==> config.mk <==
export PLATFORM = sky130hd
export DESIGN_NAME = multicycle_ctrl
export DESIGN_NICKNAME = d
export VERILOG_FILES = /design/src/rtl/ctrl_pkg.sv /design/src/rtl/multicycle_op_decode.sv /design/src/rtl/multicycle_ctrl.sv
export SDC_FILE = /design/constraint.sdc
export NUM_CORES = 1
export LEC_CHECK = 0
export ABC_AREA = 1
export BUFFER_PORTS_ARGS = -buffer_cell sky130_fd_sc_hd__buf_2
export CORE_MARGIN = 8
export CORE_UTILIZATION = 52
export DETAILED_ROUTE_END_ITERATION = 12
export PLACE_DENSITY = 0.89
export SLEW_MARGIN = 15
export SYNTH_ARGS = -nofsm -noshare
export SYNTH_HDL_FRONTEND = slang
export SYNTH_SLANG_ARGS = --single-unit
==> constraint.sdc <==
create_clock -name clk_i -period 2.1 [get_ports clk_i]
set_input_delay 0.525 -clock clk_i [delete_from_list [all_inputs] [get_ports clk_i]]
set_output_delay 0.525 -clock clk_i [all_outputs]
set_load 0.05 [all_outputs]
==> src/rtl/ctrl_pkg.sv <==
// Shared types and encodings for the multi-cycle control sequencer.
package ctrl_pkg;

    typedef enum logic [2:0] {
        S_IDLE,
        S_FETCH,
        S_DECODE,
        S_EXEC,
        S_WB,
        S_TRAP
    } state_t;

    localparam logic [5:0] OP_RTYPE = 6'b000000;
    localparam logic [5:0] OP_BEQ   = 6'b000100;
    localparam logic [5:0] OP_ADDI  = 6'b001000;
    localparam logic [5:0] OP_LUI   = 6'b001111;
    localparam logic [5:0] OP_ORI   = 6'b001101;
    localparam logic [5:0] OP_SLTIU = 6'b001011;

    localparam logic [2:0] ALU_OP_FUNCT = 3'b000;
    localparam logic [2:0] ALU_OP_SUB   = 3'b001;
    localparam logic [2:0] ALU_OP_ADD   = 3'b010;
    localparam logic [2:0] ALU_OP_LUI   = 3'b011;
    localparam logic [2:0] ALU_OP_OR    = 3'b100;
    localparam logic [2:0] ALU_OP_SLTU  = 3'b101;

endpackage

==> src/rtl/multicycle_op_decode.sv <==
// Combinational opcode decoder: opcode -> legality and datapath control fields.
module multicycle_op_decode
    import ctrl_pkg::*;
(
    input  logic [5:0] op,
    output logic       legal,
    output logic [2:0] alu_op,
    output logic       alu_src,
    output logic       se,
    output logic       reg_dst,
    output logic       is_branch
);

    always_comb begin
        legal     = 1'b1;
        alu_op    = ALU_OP_FUNCT;
        alu_src   = 1'b0;
        se        = 1'b0;
        reg_dst   = 1'b0;
        is_branch = 1'b0;
        case (op)
            OP_RTYPE: begin
                reg_dst = 1'b1;
            end
            OP_BEQ: begin
                alu_op    = ALU_OP_SUB;
                se        = 1'b1;
                is_branch = 1'b1;
            end
            OP_ADDI: begin
                alu_op  = ALU_OP_ADD;
                alu_src = 1'b1;
                se      = 1'b1;
            end
            OP_LUI: begin
                alu_op  = ALU_OP_LUI;
                alu_src = 1'b1;
            end
            OP_ORI: begin
                alu_op  = ALU_OP_OR;
                alu_src = 1'b1;
            end
            OP_SLTIU: begin
                alu_op  = ALU_OP_SLTU;
                alu_src = 1'b1;
                se      = 1'b1;
            end
            default: begin
                legal = 1'b0;
            end
        endcase
    end

endmodule

==> src/rtl/multicycle_ctrl.sv <==
// Multi-cycle control sequencer: fetch handshake, decode, EXEC/WB phase enables
// and retired-instruction counter.
module multicycle_ctrl
    import ctrl_pkg::*;
#(
    parameter int CNT_W = 16
) (
    input  logic             clk_i,
    input  logic             rst_i,
    input  logic             start_i,
    input  logic             stop_i,
    input  logic [5:0]       instr_op_i,
    input  logic             imem_ready_i,
    input  logic             zero_i,
    output logic             imem_req_o,
    output logic             ir_write_o,
    output logic             pc_write_o,
    output logic             pc_src_o,
    output logic             reg_write_o,
    output logic             reg_dst_o,
    output logic             alu_src_o,
    output logic [2:0]       alu_op_o,
    output logic             se_o,
    output logic             busy_o,
    output logic             illegal_o,
    output logic [CNT_W-1:0] retired_o
);

    state_t           state_q, state_d;
    logic [5:0]       op_q;
    logic [CNT_W-1:0] retired_q;
    logic             retire;

    logic [5:0] dec_op;
    logic       dec_legal;
    logic [2:0] dec_alu_op;
    logic       dec_alu_src;
    logic       dec_se;
    logic       dec_reg_dst;
    logic       dec_branch;

    // One decoder serves both the DECODE legality check (op_q not loaded yet)
    // and the EXEC/WB field drive from op_q.
    assign dec_op = (state_q == S_DECODE) ? instr_op_i : op_q;

    multicycle_op_decode u_dec (
        .op        (dec_op),
        .legal     (dec_legal),
        .alu_op    (dec_alu_op),
        .alu_src   (dec_alu_src),
        .se        (dec_se),
        .reg_dst   (dec_reg_dst),
        .is_branch (dec_branch)
    );

    always_ff @(posedge clk_i or posedge rst_i) begin
        if (rst_i) begin
            state_q   <= S_IDLE;
            op_q      <= '0;
            retired_q <= '0;
        end else begin
            state_q <= state_d;
            if (state_q == S_DECODE) begin
                op_q <= instr_op_i;
            end
            if (retire) begin
                retired_q <= retired_q + CNT_W'(1);
            end
        end
    end

    always_comb begin
        state_d     = state_q;
        retire      = 1'b0;
        imem_req_o  = 1'b0;
        ir_write_o  = 1'b0;
        pc_write_o  = 1'b0;
        pc_src_o    = 1'b0;
        reg_write_o = 1'b0;
        reg_dst_o   = 1'b0;
        alu_src_o   = 1'b0;
        alu_op_o    = '0;
        se_o        = 1'b0;
        illegal_o   = 1'b0;
        busy_o      = (state_q != S_IDLE);
        unique case (state_q)
            S_IDLE: begin
                if (start_i) begin
                    state_d = S_FETCH;
                end
            end
            S_FETCH: begin
                imem_req_o = 1'b1;
                ir_write_o = imem_ready_i;
                if (imem_ready_i) begin
                    state_d = S_DECODE;
                end
            end
            S_DECODE: begin
                state_d = dec_legal ? S_EXEC : S_TRAP;
            end
            S_EXEC: begin
                alu_op_o  = dec_alu_op;
                alu_src_o = dec_alu_src;
                se_o      = dec_se;
                if (dec_branch) begin
                    pc_write_o = 1'b1;
                    pc_src_o   = zero_i;
                    retire     = 1'b1;
                    state_d    = stop_i ? S_IDLE : S_FETCH;
                end else begin
                    state_d = S_WB;
                end
            end
            S_WB: begin
                alu_op_o    = dec_alu_op;
                alu_src_o   = dec_alu_src;
                se_o        = dec_se;
                reg_write_o = 1'b1;
                reg_dst_o   = dec_reg_dst;
                pc_write_o  = 1'b1;
                retire      = 1'b1;
                state_d     = stop_i ? S_IDLE : S_FETCH;
            end
            S_TRAP: begin
                illegal_o = 1'b1;
            end
            default: begin
                state_d = S_IDLE;
            end
        endcase
    end

    assign retired_o = retired_q;

endmodule

==> results of run 1 <==
per-stage QoR:
step / instances / setup WS (ps) / total power [mW] / setup TNS, ps
floorplan: 212 / -68.3 / 2.19 / -240
global placement: 304 / -166 / 2.72 / -848
detailed placement: 304 / -226 / 2.78 / -1300
CTS: 322 / -474 / 3.48 / -3580
global route: 324 / -639 / 3.98 / -6520
finish: 324 / -539 / 3.79 / -4370
worst paths after layout:
check | from | endpoint | slack, ps | depth (start not counted)
worst max-delay path | state_q[0] | alu_op_o[0] | -540 | 10
worst min-delay path | rst_i | state_q[1] | 190 | 2
worst max register to register | state_q[0] | retired_o[14] | -20 | 13
worst min register to register | retired_o[1] | retired_o[1] | 550 | 2
max in group asynchronous | rst_i | retired_o[13] | 1350 | 3
min in group clk_i | retired_o[1] | retired_o[1] | 550 | 2
power by group through the flow:
stage               sequential, mW  combinational (mW)  clock [mW]
floorplan                     1.02                1.16           0
global placement             0.772                1.95           0
detailed placement           0.779                2.00           0
CTS                          0.778                2.48       0.220
global route                 0.810                2.93       0.245
finish                       0.796                2.78       0.217
kinds of logic after synthesis:
kind of cell    after synthesis
buf+inv                      39
compound gates               18
xor+xnor                     14
simple gates                115
fa+ha+maj                     1
flops                        25
sequential cells by signal, summed over array words and instances (netlist names):
| register | cells |
|---|---|
| state_q | 3 |
| op_q | 6 |
| retired_o | 16 |
placed cells by master (no fill, tap or decap), drive strengths merged:
master and instances:
nand4 4, a21oi 3, nor2 20, xnor2 1, a31oi 2, dfrtp 25
o21ai 12, inv 35, o21bai 1, ha 1, clkbuf 4, nand3 18
nand2 58, nand3b 4, nor4 3, buf 79, xor2 13, nor3 8
area by class of cell:
cell class              count  share of cell area (%)
well taps                  33                    1.62
flip-flops and latches     25                    24.7
multi-input cells         148                    41.6
clock buffers               4                    1.03
inverters                  35                    5.27
repair buffers             79                    25.8
per-layer routing:
metal	vias to the layer above	wire, um	track usage [%]
met5	-	0	0
met4	0	246	10.2
met3	24	375	5.58
met2	86	2860	35.6
met1	847	1970	21.1
li1	835	-	-
cell usage after synthesis (2+ instances only):
cell and instances:
a21oi_1 3, a31oi_1 2, buf_6 2, dfrtp_1 25, inv_1 35, nand2_1 49, nand2_2 7, nand2_4 2
nand3_1 17, nand3b_1 4, nand4_1 4, nor2_1 16, nor2_2 2, nor2_4 2, nor3_1 8, nor4_1 3
o21ai_0 11, xor2_1 12
repair_timing:
| item | CTS | global route |
|---|---|---|
| pin swaps | 17 | 11 |
| hold endpoints to repair | 0 | 0 |
| endpoints found under the setup margin | 16 | 28 |
| setup buffers | 14 | 2 |
| gates resized for setup | 50 | 24 |
==> run summary, run 1 <==
The run finished, with violations left. The final reports fail on setup timing. For this design, the slowest cell found on the critical path is dfrtp_1. The net count after synthesis came out at 225. The worst setup path is captured at a primary output. The clock-pin slew reported for the worst setup and hold paths after clock tree synthesis is 130 ps. The mapped netlist covers 1600 um2. The number of flops mapped to enable cells by yosys is 0.

The number of violations of the max-capacitance limit is 0. The count of fill cells added during filler insertion came out at 149. The number of detailed-routing iterations run before antenna repair is 4.

The slack of the critical path came out at -539 ps. The first global-routing pass estimated 8.25 mm of wire. Setup violations remaining at the end of the flow were counted as 14. For the pin with the worst max-slew slack, the measured transition is 467 ps. Together, buffers and inverters on the worst path number 3.

Internal power comes to 1.80 mW. At the later pin of the worst-skew pair, clock insertion delay measures 320 ps. Power spread over the standard cell area amounts to 1490 nW/um2. The worst hold slack after final layout is 187 ps. Of all cell types, the one taking the most synthesized area is dfrtp_1. The tightest min-delay check is of the input pin to asynchronous set/reset pin type. The root buffer selected by CTS is clkbuf_4.

The switching power summed over all nets came out at 1.99 mW. The gate family responsible for the most delay along the worst path is simple AND/OR/NAND/NOR gates. In this run the biggest area consumer among cell types represents 39.2% of the synthesized area. The detail route stage leaves a number of antenna-violating nets equal to 0. Yosys printed 0 warnings. The final clock skew came out at 3.99 ps. The count of pins over their slew limit is 0. The number of hold buffers added after CTS was 0.

The reported leakage power is 1.22 nW. The register bit count reported by yosys came out at 25. The final-report hold violation count is 0.

The number of CTS-inserted buffers came out at 3. In the final layout, the share of cells above drive strength 1 is 46.7%. VDD sags by at most 0.00123 V. For this block, the routed nets add up to 5.46 mm of wire.

The mean instance size in the synthesized netlist is 7.53 um2. The final layout net count came out at 305. The number of antenna violations at the first check in global routing is 0. Using the TritonRoute via totals, the vias-per-cell ratio works out to 5.53. The routability-driven placement congestion ratio is 0.874. The part of the cycle the worst path needs is 126%. The maximum number of pins on one net before global-route repair came out at 25. The number of remaining DRC errors is 0.

For the worst setup path, the data arrival time is 2110 ps. The fraction of the mapped netlist area in compound gates is 5.96%. The initial cell density of the core is 53.6%. Counting I/O delays and the setup requirement, the final critical path takes 2640 ps.

Setup repair after global routing could not meet its margin everywhere. The proportion of power drawn by the clock network is 5.7%. The number of cells produced by synthesis came out at 212. Summing all multi-input logic gate instances after layout gives 1060 um2. TritonCTS built the clock tree. The portion of total power attributed to combinational logic is 73.3%. The sequential fraction of design power came out at 21.0%. The share of the Yosys chip area taken by registers is 39.2%. Buffers placed on the I/O ports in this run total 40. The placement-stage cell area came out at 2140 um2. The via count of the first global-routing pass is 1787. The worst setup path is launched from a register. The largest single stage delay on the critical path is 430 ps.

The layout overhead on the synthesized area is 59.2%. The number of diodes came out at 0. The number of rows created at floorplan came out at 20. Summing over every cut layer, the via total after detailed routing is 1792. The iteration-0 DRC count of the detailed router came out at 99.

The critical path is of the register to primary output type. In the final routed layout, each cell accounts on average for 16.8 um. Ranked by total cell area, the synthesized netlist is headed by dfrtp_1, nand2_1, inv_1. For this run, the leading register cell type out of synthesis is dfrtp_1. The chip width came out at 71.4 um. The combined flip-flop and latch cell area is 628 um2.

The all-layer global routing usage came out at 20.0%. The maximum clock insertion buffer count came out at 2. The largest fanout on the critical path is 6. The highest attainable clock frequency came out at 0.379 GHz. The number of ports placed on the die boundary is 41. The main combinational cell family by area after synthesis is simple AND/OR/NAND/NOR gates. The share of synthesized area spent on multiplexers is 0%. The half-perimeter wire length after detailed placement came out at 3.18 mm. The tightest slew margin relative to the limit is 68.9%. Counting flops with an async set or reset pin after synthesis yields a share of 100%. The utilization of the core after routing is 85.3%. CTS built an H-tree with a depth of 1. The floorplan core area came out at 2980 um2.

The unique cell type count in the Yosys netlist is 26. The post-route cell area came out at 2540 um2. Traced cell by cell, the critical path runs through nor2_4, nand2_4, buf_6, nand2_2, nand2_4, nor2_4, nand3_4, buf_12, a31oi_4, buf_6. The full die area is 5100 um2. The die is 71.4 um tall. The synthesized-area fraction occupied by and/or/nand/nor cells is 34.7%. Net switching is 52.5% of the power. The xor/xnor share of the synthesized area came out at 8.15%. The clock sink total is 25. The sum of overflow across all layers after global routing came out at 0. The post-synthesis adder-cell area fraction is 0.784%. The required time at the worst-slack endpoint is 1570 ps.
Note: power is estimated with default switching activity, not from simulation.
==> run 2: changes to the inputs <==
Settings changed: CELL_PAD_IN_SITES_DETAIL_PLACEMENT set to 1, CELL_PAD_IN_SITES_GLOBAL_PLACEMENT set to 2, CORE_UTILIZATION 52 to 29, REMOVE_ABC_BUFFERS set to 1.
==> run 2 against run 1 <==
  * The flow still finishes with violations (setup timing)
  * Sequential power is 2% lower
  * Power shrank 3.8%
  * Flip-flop and latch count is the same
  * Hold slack better by 100 ps
  * Combinational power down 7.6%
  * Utilization down 39 points
  * Sequential share of layout area is 0.22 points higher
  * Clock power rose by 34%
  * Global-route usage down 7.8 points
  * Critical path type unchanged
  * Largest power group unchanged
==> run summary, run 2 (same netlist as run 1, synthesis figures left out) <==
The half-perimeter wire length after detailed placement came to 3.57 mm (was 3.18 mm). The met2 usage came out at 21.5% (was 35.6%). The maximum level of the CTS H-tree came out at 1 (unchanged). The largest fanout on the critical path is 5 (was 6).

The portion of total power attributed to combinational logic came to 70.6% (was 73.3%). The routability-driven placement congestion ratio is 0.792 (was 0.874). The number of vias per cell is 4.62 (was 5.53). The wire length of the first global-routing pass is 8.36 mm (was 8.25 mm). The maximum clock insertion buffer count is 2 (unchanged). The highest attainable clock frequency is 0.385 GHz (was 0.379 GHz).

The type of the most critical hold path is input pin to asynchronous set/reset pin (unchanged). The total of buffers placed on input and output ports was 40 (unchanged). The iteration-0 DRC count of the detailed router came out at 39 (was 99).

The total vias in the final route is 1673 (was 1792). The met3 track demand over resource is 2.24% (was 5.58%). The post-route total power came out at 3.65 mW (was 3.79 mW). The insertion delay to the later sink of the worst-skew pair came to 270 ps (was 320 ps). The measured slew at the worst slew-check pin is 360 ps (was 467 ps). The floorplan core area came to 5410 um2 (was 2980 um2).

The post-detailed-route count of antenna-violating nets came out at 0 (unchanged). The placement-stage cell area came out at 2000 um2 (was 2140 um2). The most heavily used metal layer in global routing is met2 (unchanged). Setup repair after global routing missed its margin: true (unchanged). The count of pins over their slew limit is 0 (unchanged). The worst hold slack after final layout came out at 292 ps (was 187 ps). The sum of overflow across all layers after global routing is 0 (unchanged). The endpoint type of the worst setup path was a primary output (unchanged). The arrival time reported for the critical path endpoint was 2070 ps (was 2110 ps).

The number of antenna violations at the first check in global routing came out at 0 (unchanged). The root buffer selected by CTS was clkbuf_8 (was clkbuf_4). The layout overhead on the synthesized area came to 57.4% (was 59.2%). The number of rows created at floorplan was 27 (was 20). The switching part of the total was 52.2% (was 52.5%). Violations in the final reports: setup timing (unchanged). The number of flip-flops in the largest register came out at 16 (unchanged). The number of violations of the max-capacitance limit is 0 (unchanged). The total power divided by cell area is 1450 nW/um2 (was 1490 nW/um2).

The required time at the worst-slack endpoint came out at 1570 ps (about the same). The internal portion of total power is 1.74 mW (was 1.80 mW). The die extent in y is 90.2 um (was 71.4 um). The number of ports placed on the die boundary was 41 (unchanged). The clock-pin slew reported for the worst setup and hold paths after clock tree synthesis came out at 90 ps (was 130 ps). Status: complete, but fails checks (unchanged). The slowest stage cell on the critical path was dfrtp_1 (unchanged). The category of the most critical setup path was register to primary output (unchanged).

The sequential fraction of design power came out at 21.5% (was 21.0%). The delay of the slowest critical-path stage is 420 ps (was 430 ps). The number of setup violations in the final report came out at 8 (was 14). The switching power summed over all nets was 1.90 mW (was 1.99 mW).

The number of detailed-routing iterations run before antenna repair came out at 4 (unchanged). The proportion of power drawn by the clock network came out at 8.0% (was 5.7%). The all-layer global routing usage came out at 12.3% (was 20.0%).

The full die area is 8140 um2 (was 5100 um2). Cell chain of the critical path: nor2_4, nand2_4, nand2_2, nand2_4, buf_4, nor2_4, nand3_4, a31oi_1, buf_4 (was nor2_4, nand2_4, buf_6, nand2_2, nand2_4, nor2_4, nand3_4, buf_12, a31oi_4, buf_6). The tightest slew margin relative to the limit was 75.8% (was 68.9%). The maximum number of pins on one net before global-route repair is 26 (was 25). The overall routed net length is 5.66 mm (was 5.46 mm).

The most common library cell in the layout ignoring fill and taps was nand2_1 (unchanged). The final-report hold violation count was 0 (unchanged). The final layout net count came out at 304 (was 305). The detail-routed net length per standard cell came out at 15.6 um (was 16.8 um). Commonest cells after routing, fill and taps aside: nand2_1, inv_1, buf_4 (unchanged). The number of diodes is 0 (unchanged).

The number of remaining DRC errors was 0 (unchanged). The via count of the first global-routing pass came out at 1715 (was 1787). The slack of the critical path came out at -499 ps (was -539 ps).

The initial cell density of the core is 29.5% (was 53.6%). The reported leakage power was 1.23 nW (was 1.22 nW). The TritonCTS clock tree was done (unchanged). The proportion of layout cells with a drive suffix above 1 was 44.1% (was 46.7%). The worst voltage drop across the vdd grid is 0.000554 V (was 0.00123 V). The number of CTS-inserted buffers came out at 3 (unchanged).

The kind of launch point of the worst setup path is a register (unchanged). The met1 routing resource usage after global routing came to 15.0% (was 21.1%). The part of the cycle the worst path needs is 124% (was 126%). The final clock skew is 4.91 ps (was 3.99 ps). The clock sink total is 25 (unchanged).

The chip width came to 90.2 um (was 71.4 um). The setup slack on the worst flop-to-flop path came out at 100 ps (was -20 ps). The post-route cell area came out at 2510 um2 (was 2540 um2). The final critical path time including I/O delays and setup was 2600 ps (was 2640 ps).
==> run 2: worst max-delay path, delay by kind of cell (launching register included) <==
kind	cells	cell delay [ps]
and+or+nand+nor	6	730
buffers and inverters	2	400
DFF	1	420
AOI/OAI and AO/OA	1	260
==> run 2: final cells by class <==
cell class / instances / area, um2
tap: 72 / 90.1
multi-input combinational: 149 / 1020
clock buffer: 4 / 45.0
timing repair buffer: 77 / 596
sequential: 25 / 627
fill: 660 / 2890
inverter: 35 / 131
==> run 2: worst paths after layout <==
kind	start	to	cells after the start
max in group asynchronous	rst_i	state_q[1]	3
worst max-delay path	state_q[2]	alu_op_o[0]	9
worst min register to register	op_q[5]	op_q[5]	2
worst max register to register	state_q[2]	retired_o[8]	12
worst min-delay path	rst_i	retired_o[2]	3
min in group clk_i	op_q[5]	op_q[5]	2
==> run 2: stage by stage <==
step / utilization [%] / worst slack, ps / TNS, ps / std cells
after floorplan: - / -730 / -4500 / 208
after global placement: 36.9 / -146 / -542 / 341
after detailed placement: 36.9 / -195 / -1020 / 341
after CTS: 41.9 / -366 / -2420 / 354
after global routing: 46.5 / -567 / -4020 / 362
final: 46.5 / -499 / -3230 / 362
==> run 2: routing by layer <==
layer / vias up / part of all wire [%]
met5: - / 0
met4: 0 / 1.2
met3: 6 / 2.2
met2: 28 / 53
met1: 809 / 44
li1: 830 / -
==> run 2: what timing repair did <==
| action | 4_1_cts | 5_1_grt |
|---|---|---|
| pin swaps | 12 | 17 |
| hold buffers | 0 | 0 |
| setup endpoints to repair | 12 | 21 |
| gates cloned | 1 | 1 |
| gates resized for setup | 47 | 40 |
| setup buffers | 8 | 9 |
==> run 2: power groups by stage <==
| stage | Combinational [mW] | Clock (mW) | Sequential [mW] |
|---|---|---|---|
| floorplan | 0.897 | 0 | 1.02 |
| global route | 2.76 | 0.316 | 0.800 |
| CTS | 2.11 | 0.301 | 0.774 |
| detailed placement | 1.74 | 0 | 0.777 |
| global placement | 1.71 | 0 | 0.773 |
| finish | 2.57 | 0.291 | 0.782 |
==> run 3: changes to the inputs <==
Settings changed: RECOVER_POWER set to 100.
==> run 3 against run 2 <==
  * The flow still finishes with violations (setup timing)
  * Clock-buffer cell count did not move
  * Routed wire length up 0.11%
  * Combinational power barely moved
  * Clock power hardly changed
  * Register-to-register slack barely moved
  * Power is essentially flat
  * Critical endpoint unchanged
  * Highest routed layer unchanged
==> run summary, run 3 (same netlist as run 1, synthesis figures left out) <==
The placement-stage cell area came out at 2000 um2 (unchanged). The gate family responsible for the most delay along the worst path is simple AND/OR/NAND/NOR gates (unchanged). The measured slew at the worst slew-check pin came out at 1380 ps (was 360 ps). The final-report hold violation count is 0 (unchanged). The wire length of the first global-routing pass is 8.36 mm (unchanged).

The maximum level of the CTS H-tree came out at 1 (unchanged). The highest attainable clock frequency came out at 0.385 GHz (about the same). The detail-routed net length per standard cell came to 15.6 um (about the same). The number of antenna violations at the first check in global routing is 0 (unchanged). Commonest cells after routing, fill and taps aside: nand2_1, inv_1, buf_4 (unchanged). The half-perimeter wire length after detailed placement is 3.57 mm (unchanged). The total power divided by cell area came to 1450 nW/um2 (about the same). The type of the most critical hold path was register to register (was input pin to asynchronous set/reset pin). Cell chain of the critical path: nor2_4, nand2_4, nand2_2, nand2_4, buf_4, nor2_4, nand3_4, a31oi_1, buf_4 (unchanged).

The number of violations of the max-capacitance limit came out at 0 (unchanged). The final layout net count is 304 (unchanged). The pre-CTS setup slack is -195 ps (unchanged).

The post-detailed-route count of antenna-violating nets came out at 0 (unchanged). The routed wire length on met3 was 122 um (unchanged). The largest fanout on the critical path is 5 (unchanged). The TritonCTS clock tree is done (unchanged). The kind of launch point of the worst setup path is a register (unchanged). The chip width is 90.2 um (unchanged). The utilization of the core after routing was 46.4% (was 46.5%). The part of the cycle the worst path needs is 124% (about the same).

The via count of the first global-routing pass is 1715 (unchanged). The total vias in the final route is 1672 (was 1673). The proportion of layout cells with a drive suffix above 1 came out at 43.8% (was 44.1%). The most common library cell in the layout ignoring fill and taps was nand2_1 (unchanged). The clock sink total is 25 (unchanged).

The maximum clock insertion buffer count is 2 (unchanged). The number of flip-flops in the largest register is 16 (unchanged). The number of diodes came out at 0 (unchanged). The reported leakage power is 1.23 nW (about the same).

The all-layer global routing usage came to 12.3% (unchanged). The final clock skew came out at 4.92 ps (was 4.91 ps). The clock-pin slew reported for the worst setup and hold paths after clock tree synthesis is 90 ps (about the same). The full die area came out at 8140 um2 (unchanged). The root buffer selected by CTS was clkbuf_8 (unchanged). Violations in the final reports: setup timing (unchanged). The layout overhead on the synthesized area is 57.2% (was 57.4%).

The number of ports placed on the die boundary was 41 (unchanged). Status: complete, but fails checks (unchanged). The total routed wire length on the met1 layer is 2.47 mm (about the same). The category of the most critical setup path was register to primary output (unchanged). The top layer used by detailed routing is met4 (unchanged). The total of buffers placed on input and output ports was 40 (unchanged).

The number of cells after detailed placement is 341 (unchanged). The number of detailed-routing iterations run before antenna repair is 4 (unchanged). The delay of the slowest critical-path stage came out at 420 ps (about the same). The final critical path time including I/O delays and setup came out at 2600 ps (about the same). The count of pins over their slew limit was 0 (unchanged).

The post-layout instance count excluding filler cells is 362 (unchanged). The number of remaining DRC errors came out at 0 (unchanged). The number of CTS-inserted buffers is 3 (unchanged). The number of rows created at floorplan was 27 (unchanged).

The die extent in y came to 90.2 um (unchanged). The number of vias per cell is 4.62 (about the same). The slowest stage cell on the critical path is dfrtp_1 (unchanged). The worst voltage drop across the vdd grid came out at 0.000554 V (about the same). The arrival time reported for the critical path endpoint came out at 2070 ps (about the same). The count of fill cells added during filler insertion is 661 (was 660). The post-route cell area came to 2510 um2 (about the same).

The tightest slew margin relative to the limit is 7.72% (was 75.8%). The required time at the worst-slack endpoint came out at 1570 ps (about the same). The routability-driven placement congestion ratio is 0.792 (unchanged). The floorplan core area is 5410 um2 (unchanged). The iteration-0 DRC count of the detailed router came out at 39 (unchanged). Setup repair after global routing missed its margin: true (unchanged). The initial cell density of the core is 29.5% (unchanged). The multi-input gate area in the final layout is 1020 um2 (unchanged). The slack of the critical path came out at -499 ps (about the same). The buffers plus inverters on the worst setup path came out at 2 (unchanged). The overall routed net length came out at 5.67 mm (was 5.66 mm).

The number of setup violations in the final report came to 8 (unchanged). The insertion delay to the later sink of the worst-skew pair is 270 ps (about the same). The combined flip-flop and latch cell area came to 627 um2 (unchanged). The endpoint type of the worst setup path is a primary output (unchanged). The maximum number of pins on one net before global-route repair came out at 26 (unchanged). The post-route total power is 3.64 mW (was 3.65 mW).

The met2 wire length came out at 3.00 mm (about the same). The sum of overflow across all layers after global routing was 0 (unchanged).
==> run 3: changes by cell type in the layout (fill, tap and decap cells not counted), sizes merged <==
cell | previous run | this run
buf | 75 | 74
clkbuf | 6 | 7
==> run 3: per-layer routing <==
metal,track usage [%],up-vias
met5,0,-
met4,3.33,0
met1,15.0,809
li1,-,829
met2,21.5,28
met3,2.24,6
==> run 3: worst paths after layout <==
kind / slack, ps / from / end / cells past startpoint
worst max-delay path: -500 / state_q[2] / alu_op_o[0] / 9
worst min-delay path: 520 / op_q[5] / op_q[5] / 2
worst max register to register: 100 / state_q[2] / retired_o[8] / 12
worst min register to register: 520 / op_q[5] / op_q[5] / 2
max in group asynchronous: 490 / rst_i / state_q[1] / 3
min in group asynchronous: 700 / rst_i / retired_o[2] / 3
==> run 3: metrics by stage <==
step	hold slack [ps]	setup TNS, ps
floorplan	472	-4500
global placement	485	-542
detailed placement	492	-1020
CTS	300	-2420
global route	534	-4020
finish	521	-3220
==> run 3: area by class of cell <==
class                           count  share of cell area [%]
Multi-Input combinational cell    149                    40.8
Tap cell                           72                    3.59
Clock buffer                        4                    1.79
Inverter                           35                    5.23
Sequential cell                    25                    25.0
Timing Repair Buffer               77                    23.6
==> run 3: where the power goes <==
part | leakage [nW] | switching (mW) | internal [mW]
combinational | 0.897 | 1.60 | 0.970
sequential | 0.309 | 0.146 | 0.636
clock | 0.0228 | 0.155 | 0.136
==> run 3: repair_timing <==
item,CTS,global route
endpoints found under the setup margin,12,21
gates resized for setup,47,40
cloned,1,1
buffers inserted,8,9
hold buffers,0,0
pin swaps,12,17
==> run 3: tightest hold or removal path, delay by kind of cell, from the launching register on <==
kind,cells,cell delay (ps)
DFF,1,340
and+or+nand+nor,2,140
